`src/rtl/pipelined_barrel_shifter_if.sv`:
```
// Stream bundle between an operand source and a result consumer for the
// pipelined barrel shifter.
//   in_valid/in_ready   input beat handshake
//   in_data             operand, WIDTH bits
//   in_shamt            shift amount, $clog2(WIDTH)+1 bits (MSB = out of range)
//   in_mode             00 LSR, 01 LSL, 10 ASR, 11 ROR
//   out_valid/out_ready result handshake
//   out_data            shifted result
//   out_zero            out_data == 0, qualified by out_valid
// master: operand source / result consumer side. slave: shifter side.
interface pipelined_barrel_shifter_if #(
  parameter int WIDTH = 8
) ();
  localparam int SHAMT_W = $clog2(WIDTH) + 1;

  logic               in_valid;
  logic               in_ready;
  logic [WIDTH-1:0]   in_data;
  logic [SHAMT_W-1:0] in_shamt;
  logic [1:0]         in_mode;
  logic               out_valid;
  logic               out_ready;
  logic [WIDTH-1:0]   out_data;
  logic               out_zero;

  modport master (
    output in_valid, in_data, in_shamt, in_mode, out_ready,
    input  in_ready, out_valid, out_data, out_zero
  );

  modport slave (
    input  in_valid, in_data, in_shamt, in_mode, out_ready,
    output in_ready, out_valid, out_data, out_zero
  );
endinterface

```
`src/rtl/pipelined_barrel_shifter.sv`:
```
// Pipelined multi-mode barrel shifter (LSR, LSL, ASR, ROR) with valid/ready
// handshakes on both sides. $clog2(WIDTH) register stages; stage k shifts by
// 2^k when shamt bit k is set. Whole pipeline freezes while the output is
// stalled; bubbles are not collapsed.
// Ports:
//   clk  rising-edge clock
//   rst  synchronous active-high reset, discards in-flight beats
//   bus  pipelined_barrel_shifter_if.slave (operand in, result out)
module pipelined_barrel_shifter #(
  parameter int WIDTH = 8
) (
  input logic                       clk,
  input logic                       rst,
  pipelined_barrel_shifter_if.slave bus
);
  localparam int LOG2W   = $clog2(WIDTH);
  localparam int SHAMT_W = LOG2W + 1;
  localparam int LAST    = LOG2W - 1;

  localparam logic [1:0] MODE_LSR = 2'b00;
  localparam logic [1:0] MODE_LSL = 2'b01;
  localparam logic [1:0] MODE_ASR = 2'b10;

  // data/valid exist for every stage (the last one is the output register);
  // shamt/mode/oor only need to travel as far as the final stage's input.
  logic [LOG2W-1:0][WIDTH-1:0]  data_q;
  logic [LOG2W-1:0]             valid_q;
  logic [LAST-1:0][SHAMT_W-1:0] shamt_q;
  logic [LAST-1:0][1:0]         mode_q;
  logic [LAST-1:0]              oor_q;
  logic                         zero_q;

  logic [LOG2W-1:0][WIDTH-1:0]   d_in;
  logic [LOG2W-1:0][WIDTH-1:0]   d_nxt;
  logic [LOG2W-1:0][SHAMT_W-1:0] s_in;
  logic [LOG2W-1:0][1:0]         m_in;
  logic [LOG2W-1:0]              v_in;
  logic [LOG2W-1:0]              o_in;
  logic [WIDTH-1:0]              fin;
  logic                          stall;

  assign stall         = valid_q[LAST] & ~bus.out_ready;
  assign bus.in_ready  = ~stall;
  assign bus.out_valid = valid_q[LAST];
  assign bus.out_data  = data_q[LAST];
  assign bus.out_zero  = zero_q;

  function automatic logic [WIDTH-1:0] shift_by(input logic [WIDTH-1:0] d,
                                                input logic [1:0]       mode,
                                                input int               amt);
    logic [WIDTH-1:0] r;
    case (mode)
      MODE_LSR: r = d >> amt;
      MODE_LSL: r = d << amt;
      MODE_ASR: r = $signed(d) >>> amt;
      default:  r = (d >> amt) | (d << (WIDTH - amt));
    endcase
    return r;
  endfunction

  always_comb begin
    d_in[0] = bus.in_data;
    s_in[0] = bus.in_shamt;
    m_in[0] = bus.in_mode;
    v_in[0] = bus.in_valid;
    o_in[0] = bus.in_shamt[LOG2W];
    for (int k = 1; k < LOG2W; k++) begin
      d_in[k] = data_q[k-1];
      s_in[k] = shamt_q[k-1];
      m_in[k] = mode_q[k-1];
      v_in[k] = valid_q[k-1];
      o_in[k] = oor_q[k-1];
    end
    for (int k = 0; k < LOG2W; k++) begin
      d_nxt[k] = s_in[k][k] ? shift_by(d_in[k], m_in[k], 1 << k) : d_in[k];
    end
    // Out-of-range override. ASR stages never change the MSB, so the final
    // stage input still carries the operand's sign bit. ROR needs nothing:
    // the ignored top shamt bit already gives amount mod WIDTH.
    fin = d_nxt[LAST];
    if (o_in[LAST]) begin
      case (m_in[LAST])
        MODE_LSR, MODE_LSL: fin = '0;
        MODE_ASR:           fin = {WIDTH{d_in[LAST][WIDTH-1]}};
        default:            fin = d_nxt[LAST];
      endcase
    end
  end

  always_ff @(posedge clk) begin
    if (rst) begin
      data_q  <= '0;
      valid_q <= '0;
      shamt_q <= '0;
      mode_q  <= '0;
      oor_q   <= '0;
      zero_q  <= 1'b0;
    end else if (!stall) begin
      for (int k = 0; k < LAST; k++) begin
        data_q[k]  <= d_nxt[k];
        shamt_q[k] <= s_in[k];
        mode_q[k]  <= m_in[k];
        oor_q[k]   <= o_in[k];
      end
      data_q[LAST] <= fin;
      valid_q      <= v_in;
      zero_q       <= v_in[LAST] & (fin == '0);
    end
  end
endmodule

```
`src/flat_wrapper.sv`:
```
// flat-port wrapper written by rule: the top's interface ports become plain ports
module pipelined_barrel_shifter_flat 
#(
  parameter int WIDTH = 8
)
  (clk, rst, bus_in_valid, bus_in_data, bus_in_shamt, bus_in_mode, bus_out_ready, bus_in_ready, bus_out_valid, bus_out_data, bus_out_zero);
  pipelined_barrel_shifter_if #(.WIDTH(WIDTH)) bus_i ();
  input logic clk;
  input logic rst;
  input wire logic [$bits(bus_i.in_valid)-1:0] bus_in_valid;
  input wire logic [$bits(bus_i.in_data)-1:0] bus_in_data;
  input wire logic [$bits(bus_i.in_shamt)-1:0] bus_in_shamt;
  input wire logic [$bits(bus_i.in_mode)-1:0] bus_in_mode;
  input wire logic [$bits(bus_i.out_ready)-1:0] bus_out_ready;
  output wire logic [$bits(bus_i.in_ready)-1:0] bus_in_ready;
  output wire logic [$bits(bus_i.out_valid)-1:0] bus_out_valid;
  output wire logic [$bits(bus_i.out_data)-1:0] bus_out_data;
  output wire logic [$bits(bus_i.out_zero)-1:0] bus_out_zero;
  assign bus_i.in_valid = bus_in_valid;
  assign bus_i.in_data = bus_in_data;
  assign bus_i.in_shamt = bus_in_shamt;
  assign bus_i.in_mode = bus_in_mode;
  assign bus_i.out_ready = bus_out_ready;
  assign bus_in_ready = bus_i.in_ready;
  assign bus_out_valid = bus_i.out_valid;
  assign bus_out_data = bus_i.out_data;
  assign bus_out_zero = bus_i.out_zero;
  pipelined_barrel_shifter #(.WIDTH(WIDTH)) u_core (.clk(clk), .rst(rst), .bus(bus_i));
endmodule
```
`config.mk`:
```
export PLATFORM = sky130hd
export DESIGN_NAME = pipelined_barrel_shifter_flat
export DESIGN_NICKNAME = d
export VERILOG_FILES = /design/src/rtl/pipelined_barrel_shifter_if.sv /design/src/rtl/pipelined_barrel_shifter.sv /design/src/flat_wrapper.sv
export SDC_FILE = /design/constraint.sdc
export NUM_CORES = 1
export LEC_CHECK = 0
export CORE_MARGIN = 2
export CORE_UTILIZATION = 53
export DETAILED_ROUTE_END_ITERATION = 16
export PLACE_DENSITY = 0.88
export SLEW_MARGIN = 30
export SYNTH_ARGS = -nofsm -noshare
export SYNTH_HDL_FRONTEND = slang
export SYNTH_SLANG_ARGS = --single-unit
```
`constraint.sdc`:
```
create_clock -name clk -period 2.1 [get_ports clk]
set_input_delay 0.63 -clock clk [delete_from_list [all_inputs] [get_ports clk]]
set_output_delay 0.63 -clock clk [all_outputs]
set_load 0.01 [all_outputs]
```
==> metrics.cfg, run 1 <==
[worst_setup_path]
crit_path_end_kind = output port
critPathKind = in2out
cp.arrival_ns = 1.38
crit_required_ns = 1.47
cp_max_fo = 2
startpoint_type = input pin

[grt]
grt_pass1_vias = 1620
grt.met2_usage_pct = 38.82
grt_pass1_wl_um = 7017
grt_max_degree = 42
grtUsageTotal_pct = 21.88
antenna_found_initial = 0
top_usage_layer = met2
use_met1_pct = 25.00
grtUsageMet3_pct = 6.071
grt-ovfl-total = 0

[logic_synthesis]
synth_cell_type_count = 39
syn_inst = 242
syn_area_per_cell_um2 = 7.792
syn-num-nets = 260
synth_warnings = 0
seq_area_frac_synth_pct = 39.28
synth_seq_cells = 37
syn-cell-area_um2 = 1886

[die]
die_area_um2 = 4051
core-area_um2 = 3390
chipHeight_um = 63.65
start_util_pct = 55.63
die_w_um = 63.65
placementRows = 21
ios = 29

[placement]
portBuffers = 28
routabilityCongestion = 0.8921
dp_hpwl_um = 2894
dp.cells = 302
place_area_um2 = 2181

[sta]
relSlewSlack_pct = 66.78
period_share_pct = 95.95
grt_setup_unrepaired = no
final.min_clock_period_ns = 2.015
hold_ws_ns = 0.4615
tightestPinTransition_ns = 0.4976
slew_viol_final = 0
setup_violations = 0
fin_worst_skew_ns = 0.01138
fmaxAchievable_ghz = 0.4963
hold_viol_final = 0

[final_layout]
finalNonFillerCells = 310
fillers = 320
layout-drive-gt1-share_pct = 10.61
final_net_count = 281
diodes = 0
stdcell_area_um2 = 2236
area_growth_syn_to_layout_pct = 18.58

[run_status]
status = completed

[clocking]
cts.clk_slew.worst_paths_ns = 0.12
cts_resized = 4
cts_sinks = 37
clk_path_buf_depth = 2
cts_made_buffers = 5
post_cts_buffers = 0
cts_hold_buf = 0
h-tree-depth = 2
cts_tree = built
root_buffer = clkbuf_4
clk_latency_ns = 0.35

[drt]
num_vias = 1799
drc = 0
wire_per_inst_um = 13.22
ant_nets = 0
routed_via_density = 5.803
firstDrtPassIters = 4
finalWirelength_um = 4097
drt_iter0_drc = 60

[pwr]
power.internal_mw = 1.008
seq_power_share_pct = 55.9
switching_share_pct = 29.44
power_leakage_nw = 0.8385
p_clk_share_pct = 26.8
peakVddDrop_uv = 400.6
pwr-share-comb_pct = 17.2
powerDensity_nw_per_um2 = 639.2
p_total_mw = 1.429
power.switching_mw = 0.4208

[min_path]
hold_path.class = reg2reg

[run]
drv_cap = 0

==> synth_stat cells <==
| cell type | n | area, µm² |
|---|---|---|
| nand4b_1 | 1 | 8.760 |
| nor3_1 | 3 | 15.01 |
| dfxtp_1 | 37 | 740.7 |
| a21oi_1 | 27 | 135.1 |
| buf_6 | 2 | 22.52 |
| buf_2 | 3 | 15.01 |
| o31ai_2 | 1 | 12.51 |
| inv_2 | 2 | 7.510 |
| mux2i_1 | 11 | 110.1 |
| a32oi_1 | 5 | 43.79 |
| o21ai_1 | 1 | 5.000 |
| a311o_1 | 1 | 10.01 |
| nor2_1 | 35 | 131.4 |
| nor4bb_1 | 1 | 10.01 |
| a221oi_1 | 1 | 8.760 |
| a21boi_2 | 1 | 11.26 |
| nand3b_1 | 2 | 15.01 |
| o221ai_1 | 2 | 17.52 |
| a32o_1 | 1 | 10.01 |
| nand2b_1 | 1 | 6.260 |
| a311oi_1 | 4 | 35.03 |
| or2_4 | 1 | 8.760 |
| mux2_2 | 3 | 33.78 |
| o211ai_1 | 2 | 15.01 |
| nand3_1 | 2 | 10.01 |
| clkbuf_1 | 15 | 56.30 |
| nor4_1 | 1 | 6.260 |
| o31ai_1 | 1 | 7.510 |
| and3b_1 | 1 | 8.760 |
| o21ai_0 | 7 | 35.03 |
| and2_4 | 1 | 8.760 |
| a211oi_1 | 12 | 90.09 |
| a21o_2 | 2 | 17.52 |
| o22ai_1 | 3 | 18.77 |
| nor2b_1 | 4 | 25.02 |
| inv_1 | 4 | 15.01 |
| nand2_1 | 39 | 146.4 |
| or4_1 | 1 | 7.510 |
| buf_1 | 1 | 3.750 |
==> layer usage <==
layer  share of wire [%]  vias to the layer above
met5                   0                        -
met4                 1.0                        0
met3                 7.0                        4
met2                  49                       62
met1                  42                      827
li1                    -                      906
==> worst max-delay path, cell delays in order <==
cell and delay [ns]:
clkdlybuf4s50_1 0.41, nor2b_2 0.14, inv_2 0.05, buf_2 0.14
==> per-stage QoR <==
stage	worst slack [ns]	utilization [%]	TNS, ns
3_3_place_gp	-0.3315	64.34	-0.3986
4_1_cts	0.07481	65.97	0
3_5_place_dp	-0.3222	64.34	-0.3981
2_1_floorplan	0.2718	-	0
6_report	0.08511	65.97	0
5_1_grt	0.02134	65.97	0
==> cell usage in the layout (no fill, tap or decap), drive strengths merged, types with 2 or more instances in the layout <==
master	instances
clkdlybuf4s50	27
clkbuf	5
nand3b	2
nor2	35
o31ai	2
mux2	3
mux2i	11
nand2	39
o22ai	3
o21ai	8
a32oi	5
dfxtp	37
nand3	2
a21oi	27
buf	8
clkinvlp	3
nor3	3
a311oi	4
nor2b	4
o211ai	2
o221ai	2
inv	6
a211oi	12
a21o	2
==> final cells by class <==
cell class | count | area (µm²) | area share [%]
Tap cell | 46 | 57.56 | 2.574
Inverter | 6 | 22.52 | 1.007
Clock buffer | 5 | 37.54 | 1.679
Multi-Input combinational cell | 178 | 1027 | 45.94
Sequential cell | 37 | 740.7 | 33.13
Clock inverter | 3 | 22.52 | 1.007
Timing Repair Buffer | 35 | 327.8 | 14.66
==> worst paths after layout <==
path | depth (start not counted) | endpoint | from | slack (ns)
max | 4 | bus_in_ready | bus_out_ready | 0.09
min | 2 | u_core.bus.out_data[7] | u_core.bus.out_data[7] | 0.46
max reg2reg | 5 | u_core.bus.out_zero | u_core.m_in[4] | 0.28
min reg2reg | 2 | u_core.bus.out_data[7] | u_core.bus.out_data[7] | 0.46
==> flip-flops by register name, summed over array words and instances (netlist names) <==
signal / flops
u_core.d_in: 16
u_core.bus.out_data: 8
u_core.m_in: 4
u_core.s_in: 3
u_core.valid_q: 3
u_core.oor_q: 2
u_core.bus.out_zero: 1
==> power by group through the flow <==
stage	Combinational (mW)	Sequential, mW	Clock, mW
finish	0.246	0.799	0.384
CTS	0.248	0.798	0.390
global route	0.277	0.805	0.424
floorplan	0.167	0.797	0
detailed placement	0.247	0.814	0
global placement	0.240	0.811	0
==> kinds of logic (layout without fill, tap and decap cells) <==
group                  Yosys count  in the layout  share of synthesized area (%)
buffers and inverters           27             49                          6.369
multiplexers                    14             14                          7.631
AO/OA/AOI/OAI                   71             71                          25.08
flip-flops                      37             37                          39.28
AND/OR/NAND/NOR                 93             93                          21.63
Note: power is estimated with default switching activity, not from simulation.
==> run 2: changes to the inputs <==
--- a/config.mk
+++ b/config.mk
@@ -6,10 +6,11 @@
 export NUM_CORES = 1
 export LEC_CHECK = 0
 export CORE_MARGIN = 2
-export CORE_UTILIZATION = 53
+export CORE_UTILIZATION = 55
+export CTS_BUF_LIST = sky130_fd_sc_hd__clkbuf_4
 export DETAILED_ROUTE_END_ITERATION = 16
-export PLACE_DENSITY = 0.88
-export SLEW_MARGIN = 30
+export PLACE_DENSITY = 0.9
+export SLEW_MARGIN = 0
 export SYNTH_ARGS = -nofsm -noshare
 export SYNTH_HDL_FRONTEND = slang
 export SYNTH_SLANG_ARGS = --single-unit
==> run 2 against run 1 <==
  * Global-route usage is 0.53 points higher
  * Register-to-register slack improved by 0.04 ns
  * Flip-flop and latch count is the same
  * Sequential power barely moved
  * Via count is 2.7% lower
  * Design area grew 0.84%
  * Maximum frequency grew 0.47%
  * Clock power grew 27%
  * Clock skew fell by 0.0077 ns
  * Critical path type unchanged
==> metrics.cfg, run 2 (synthesis gave the netlist of run 1 again) <==
[run]
drv_cap = 0

[die]
ios = 29
start_util_pct = 56.95
core-area_um2 = 3311
chipHeight_um = 62.55
die_w_um = 62.55
die_area_um2 = 3913
placementRows = 21

[final_layout]
multi_input_area_um2 = 1027
layout-drive-gt1-share_pct = 10.23
final_net_count = 281
stdcell_area_um2 = 2255
area_growth_syn_to_layout_pct = 19.58
diodes = 0
final_common_cell = nand2_1
largest_register_ffs = 16
final_cell_mix = nand2_1 (39), dfxtp_1 (37), nor2_1 (35), a21oi_1 (27), clkdlybuf4s50_1 (27)
fillers = 289
seqCellArea_um2 = 740.7

[clocking]
cts_sinks = 37
cts_made_buffers = 5
clk_latency_ns = 0.35
clk_path_buf_depth = 2
cts.clk_slew.worst_paths_ns = 0.11
cts_tree = built
h-tree-depth = 2
cts_hold_buf = 0
root_buffer = clkbuf_4

[placement]
routabilityCongestion = 0.8468
portBuffers = 28
dp_hpwl_um = 2793
place_area_um2 = 2181

[run_status]
status = completed

[sta]
hold_viol_final = 0
final.setup.tns_ns = 0
period_share_pct = 95.50
relSlewSlack_pct = 66.46
grt_setup_unrepaired = no
fmaxAchievable_ghz = 0.4986
slew_viol_final = 0
final.min_clock_period_ns = 2.006
setup_violations = 0
fin_worst_skew_ns = 0.003690
tightestPinTransition_ns = 0.5024

[worst_setup_path]
cp.arrival_ns = 1.38
max_stage_delay_ns = 0.41
cp_max_fo = 2
crit_family = buffers and inverters
worstPathCellList = clkdlybuf4s50_1 > nor2b_2 > inv_2 > buf_2
cp_num_buf_inv = 3
crit_path_end_kind = output port
startpoint_type = input pin
crit_required_ns = 1.47
critPathKind = in2out
crit_slowest_cell = clkdlybuf4s50_1

[drt]
wire_per_inst_um = 12.99
firstDrtPassIters = 4
ant_nets = 0
routed_via_density = 5.648
drt_iter0_drc = 102
finalWirelength_um = 4028
drc = 0
num_vias = 1751

[grt]
grt_max_degree = 42
antenna_found_initial = 0
grt-ovfl-total = 0
grt_pass1_vias = 1641
grtUsageTotal_pct = 22.41
grt_pass1_wl_um = 7148

[pwr]
powerDensity_nw_per_um2 = 679.7
power_leakage_nw = 0.8539
peakVddDrop_uv = 467.9

[min_path]
hold_path.class = reg2reg

run 2: cell types whose count changed in the layout (fill, tap and decap cells not counted), sizes merged:
cell,change
clkinv,+1
clkinvlp,-2
bufinv,+1
run 2: timing repair:
item | 4_1_cts | 5_1_grt
setup buffers | 0 | 0
gates resized for setup | 4 | 0
setup endpoints to repair | 1 | 0
run 2: worst paths after layout:
check	from	end	slack [ns]	cells past startpoint
worst max register to register	u_core.m_in[4]	u_core.bus.out_zero	0.32	5
worst min-delay path	u_core.bus.out_data[7]	u_core.bus.out_data[7]	0.46	2
worst min register to register	u_core.bus.out_data[7]	u_core.bus.out_data[7]	0.46	2
worst max-delay path	bus_out_ready	bus_in_ready	0.09	4
run 2: per-layer routing:
metal	GRT usage, %	vias to the layer above	part of all wire, %
met2	39.65	48	49
met1	26.17	796	45
met3	5.045	5	4.8
met4	8.889	0	1.3
met5	0	-	0
li1	-	902	-
run 2: worst register-to-register path, cell delays in order, from the launching register on:
cell	delay (ns)
dfxtp_1	0.57
nor2_1	0.12
or2_4	0.25
a32o_1	0.29
a311o_1	0.30
o31ai_2	0.17
run 2: power by group:
group,switching [mW],internal [mW],total [mW]
combinational,0.114,0.132,0.246
clock,0.242,0.246,0.488
sequential,0.0512,0.747,0.798
total,0.407,1.13,1.53
run 2: layout make-up:
cell class	instances	share of cell area [%]
clock buffers	5	1.665
clock inverters	3	1.831
inverters	6	0.9989
multi-input cells	178	45.56
flip-flops and latches	37	32.85
well taps	46	2.553
repair buffers	35	14.54
run 2: per-stage QoR:
stage | instances | total power, mW | worst slack (ns) | hold slack [ns] | utilization (%)
finish | 310 | 1.532 | 0.09444 | 0.4583 | 68.10
detailed placement | 302 | 1.059 | -0.2779 | 0.4457 | 65.87
global placement | 302 | 1.051 | -0.2755 | 0.4385 | 65.87
CTS | 310 | 1.541 | 0.08124 | 0.4601 | 68.10
floorplan | 242 | 0.9637 | 0.2718 | 0.4321 | -
global route | 310 | 1.612 | 0.03981 | 0.4873 | 68.10
==> run 3: changes to the inputs <==
--- a/config.mk
+++ b/config.mk
@@ -6,9 +6,10 @@
 export NUM_CORES = 1
 export LEC_CHECK = 0
 export CORE_MARGIN = 2
-export CORE_UTILIZATION = 55
+export CORE_UTILIZATION = 65
 export CTS_BUF_LIST = sky130_fd_sc_hd__clkbuf_4
 export DETAILED_ROUTE_END_ITERATION = 16
+export DONT_BUFFER_PORTS = 1
 export PLACE_DENSITY = 0.9
 export SLEW_MARGIN = 0
 export SYNTH_ARGS = -nofsm -noshare
==> constraint.sdc (replaced) <==
create_clock -name clk -period 2.4 [get_ports clk]
set_input_delay 0.72 -clock clk [delete_from_list [all_inputs] [get_ports clk]]
set_output_delay 0.72 -clock clk [all_outputs]
set_load 0.01 [all_outputs]
==> run 3 against run 2 <==
  * Power fell by 16%
  * Flip-flop and latch count unchanged
  * First-iteration DRC count fell by 0.98%
  * Clock-buffer cell count did not move
  * Global-route usage rose by 1.7 points
  * Critical path type is now reg2reg
  * Design area fell by 14%
  * Non-clock buffer count is 32 lower
  * Critical path depth is 1 higher
  * Sequential power decreased by 11%
  * Core utilization increased by 2.1 points
  * Combinational power decreased by 42%
  * Largest power group unchanged
  * Final cell count fell by 15%
==> metrics.cfg, run 3 (synthesis gave the netlist of run 1 again) <==
[clocking]
post_cts_buffers = 0
cts_tree = built
cts.clk_slew.worst_paths_ns = 0.12
cts_hold_buf = 0
h-tree-depth = 2
root_buffer = clkbuf_4
clk_path_buf_depth = 2
cts_resized = 0
clk_latency_ns = 0.34
cts_made_buffers = 5
cts_sinks = 37

[pwr]
power_leakage_nw = 0.7338
peakVddDrop_uv = 532.7
powerDensity_nw_per_um2 = 664.6
p_total_mw = 1.286

[run]
drv_cap = 0

[sta]
setup_violations = 0
slew_viol_final = 0
final.setup.tns_ns = 0
fin_worst_skew_ns = 0.01182
final.min_clock_period_ns = 1.891
hold_viol_final = 0
fin_ws_ns = 0.5088
period_share_pct = 78.80
tightestPinTransition_ns = 0.5295
grt_setup_unrepaired = no
fmaxAchievable_ghz = 0.5288
relSlewSlack_pct = 64.65
hold_ws_ns = 0.4278

[placement]
dp_hpwl_um = 2603
portBuffers = 0
pre_cts_slack_ns = 0.5758
routabilityCongestion = 0.9264

[final_layout]
final_cell_mix = nand2_1 (39), dfxtp_1 (37), nor2_1 (35), a21oi_1 (27), a211oi_1 (12)
area_growth_syn_to_layout_pct = 2.654
layout-drive-gt1-share_pct = 9.914
final_util_pct = 70.19
final_net_count = 249
diodes = 0
final_common_cell = nand2_1
largest_register_ffs = 16

[drt]
drt_iter0_drc = 101
routed_via_density = 6.274
wire_per_inst_um = 14.58
num_vias = 1650
ant_nets = 0
drc = 0
firstDrtPassIters = 4
finalWirelength_um = 3835

[die]
die_area_um2 = 3348
core-area_um2 = 2758
die_w_um = 57.86
placementRows = 19
start_util_pct = 68.38
chipHeight_um = 57.86
ios = 29

[worst_setup_path]
critPathKind = reg2reg
rr_worst_depth = 5
crit_path_end_kind = register
crit_start = u_core.s_in[10]
crit_required_ns = 2.67
reg2reg_slack_ns = 0.51
cp.arrival_ns = 2.16
reg2reg_from = u_core.s_in[10]
startpoint_type = register
cp_max_fo = 17

[grt]
antenna_found_initial = 0
grt-ovfl-total = 0
grt_max_degree = 42
grt_pass1_vias = 1428
grtUsageTotal_pct = 24.11
grt_pass1_wl_um = 6203

[min_path]
hold_start = rst
hold_path.class = in2reg
min_path_cells = 1

[run_status]
status = completed

## run 3: worst paths after layout
path	to
worst max-delay path	u_core.bus.out_zero
worst min-delay path	u_core.s_in[10]
worst max register to register	u_core.bus.out_zero
worst min register to register	u_core.s_in[6]
## run 3: where the power goes
group / total (mW) / leakage, nW / switching [mW] / internal [mW]
logic: 0.143 / 0.387 / 0.0691 / 0.0740
registers: 0.707 / 0.305 / 0.0528 / 0.654
clock network: 0.437 / 0.0414 / 0.216 / 0.221
## run 3: critical path, stage by stage, from the launching register on
cell	delay (ns)
dfxtp_1	0.67
nand2_1	0.15
o22ai_1	0.17
a21oi_1	0.09
or4_1	0.53
o31ai_2	0.21
## run 3: layer usage
layer	global-route usage [%]	share of wire, %	vias up
met1	31.21	44	736
li1	-	-	831
met4	12.29	3.4	0
met3	8.259	8.6	13
met5	0	0	-
met2	35.71	44	70
## run 3: area by class of cell
cell class | instances | area (µm²)
Clock buffer | 5 | 37.54
Clock inverter | 3 | 46.29
Fill cell | 221 | 822.0
Inverter | 6 | 22.52
Multi-Input combinational cell | 178 | 1027
Sequential cell | 37 | 740.7
Tap cell | 31 | 38.79
Timing Repair Buffer | 3 | 22.52
## run 3: stage by stage
| step | instance area [µm²] | cells |
|---|---|---|
| after floorplan | 1886 | 242 |
| after global placement | 1852 | 255 |
| after detailed placement | 1852 | 255 |
| after CTS | 1936 | 263 |
| after global routing | 1936 | 263 |
| final | 1936 | 263 |
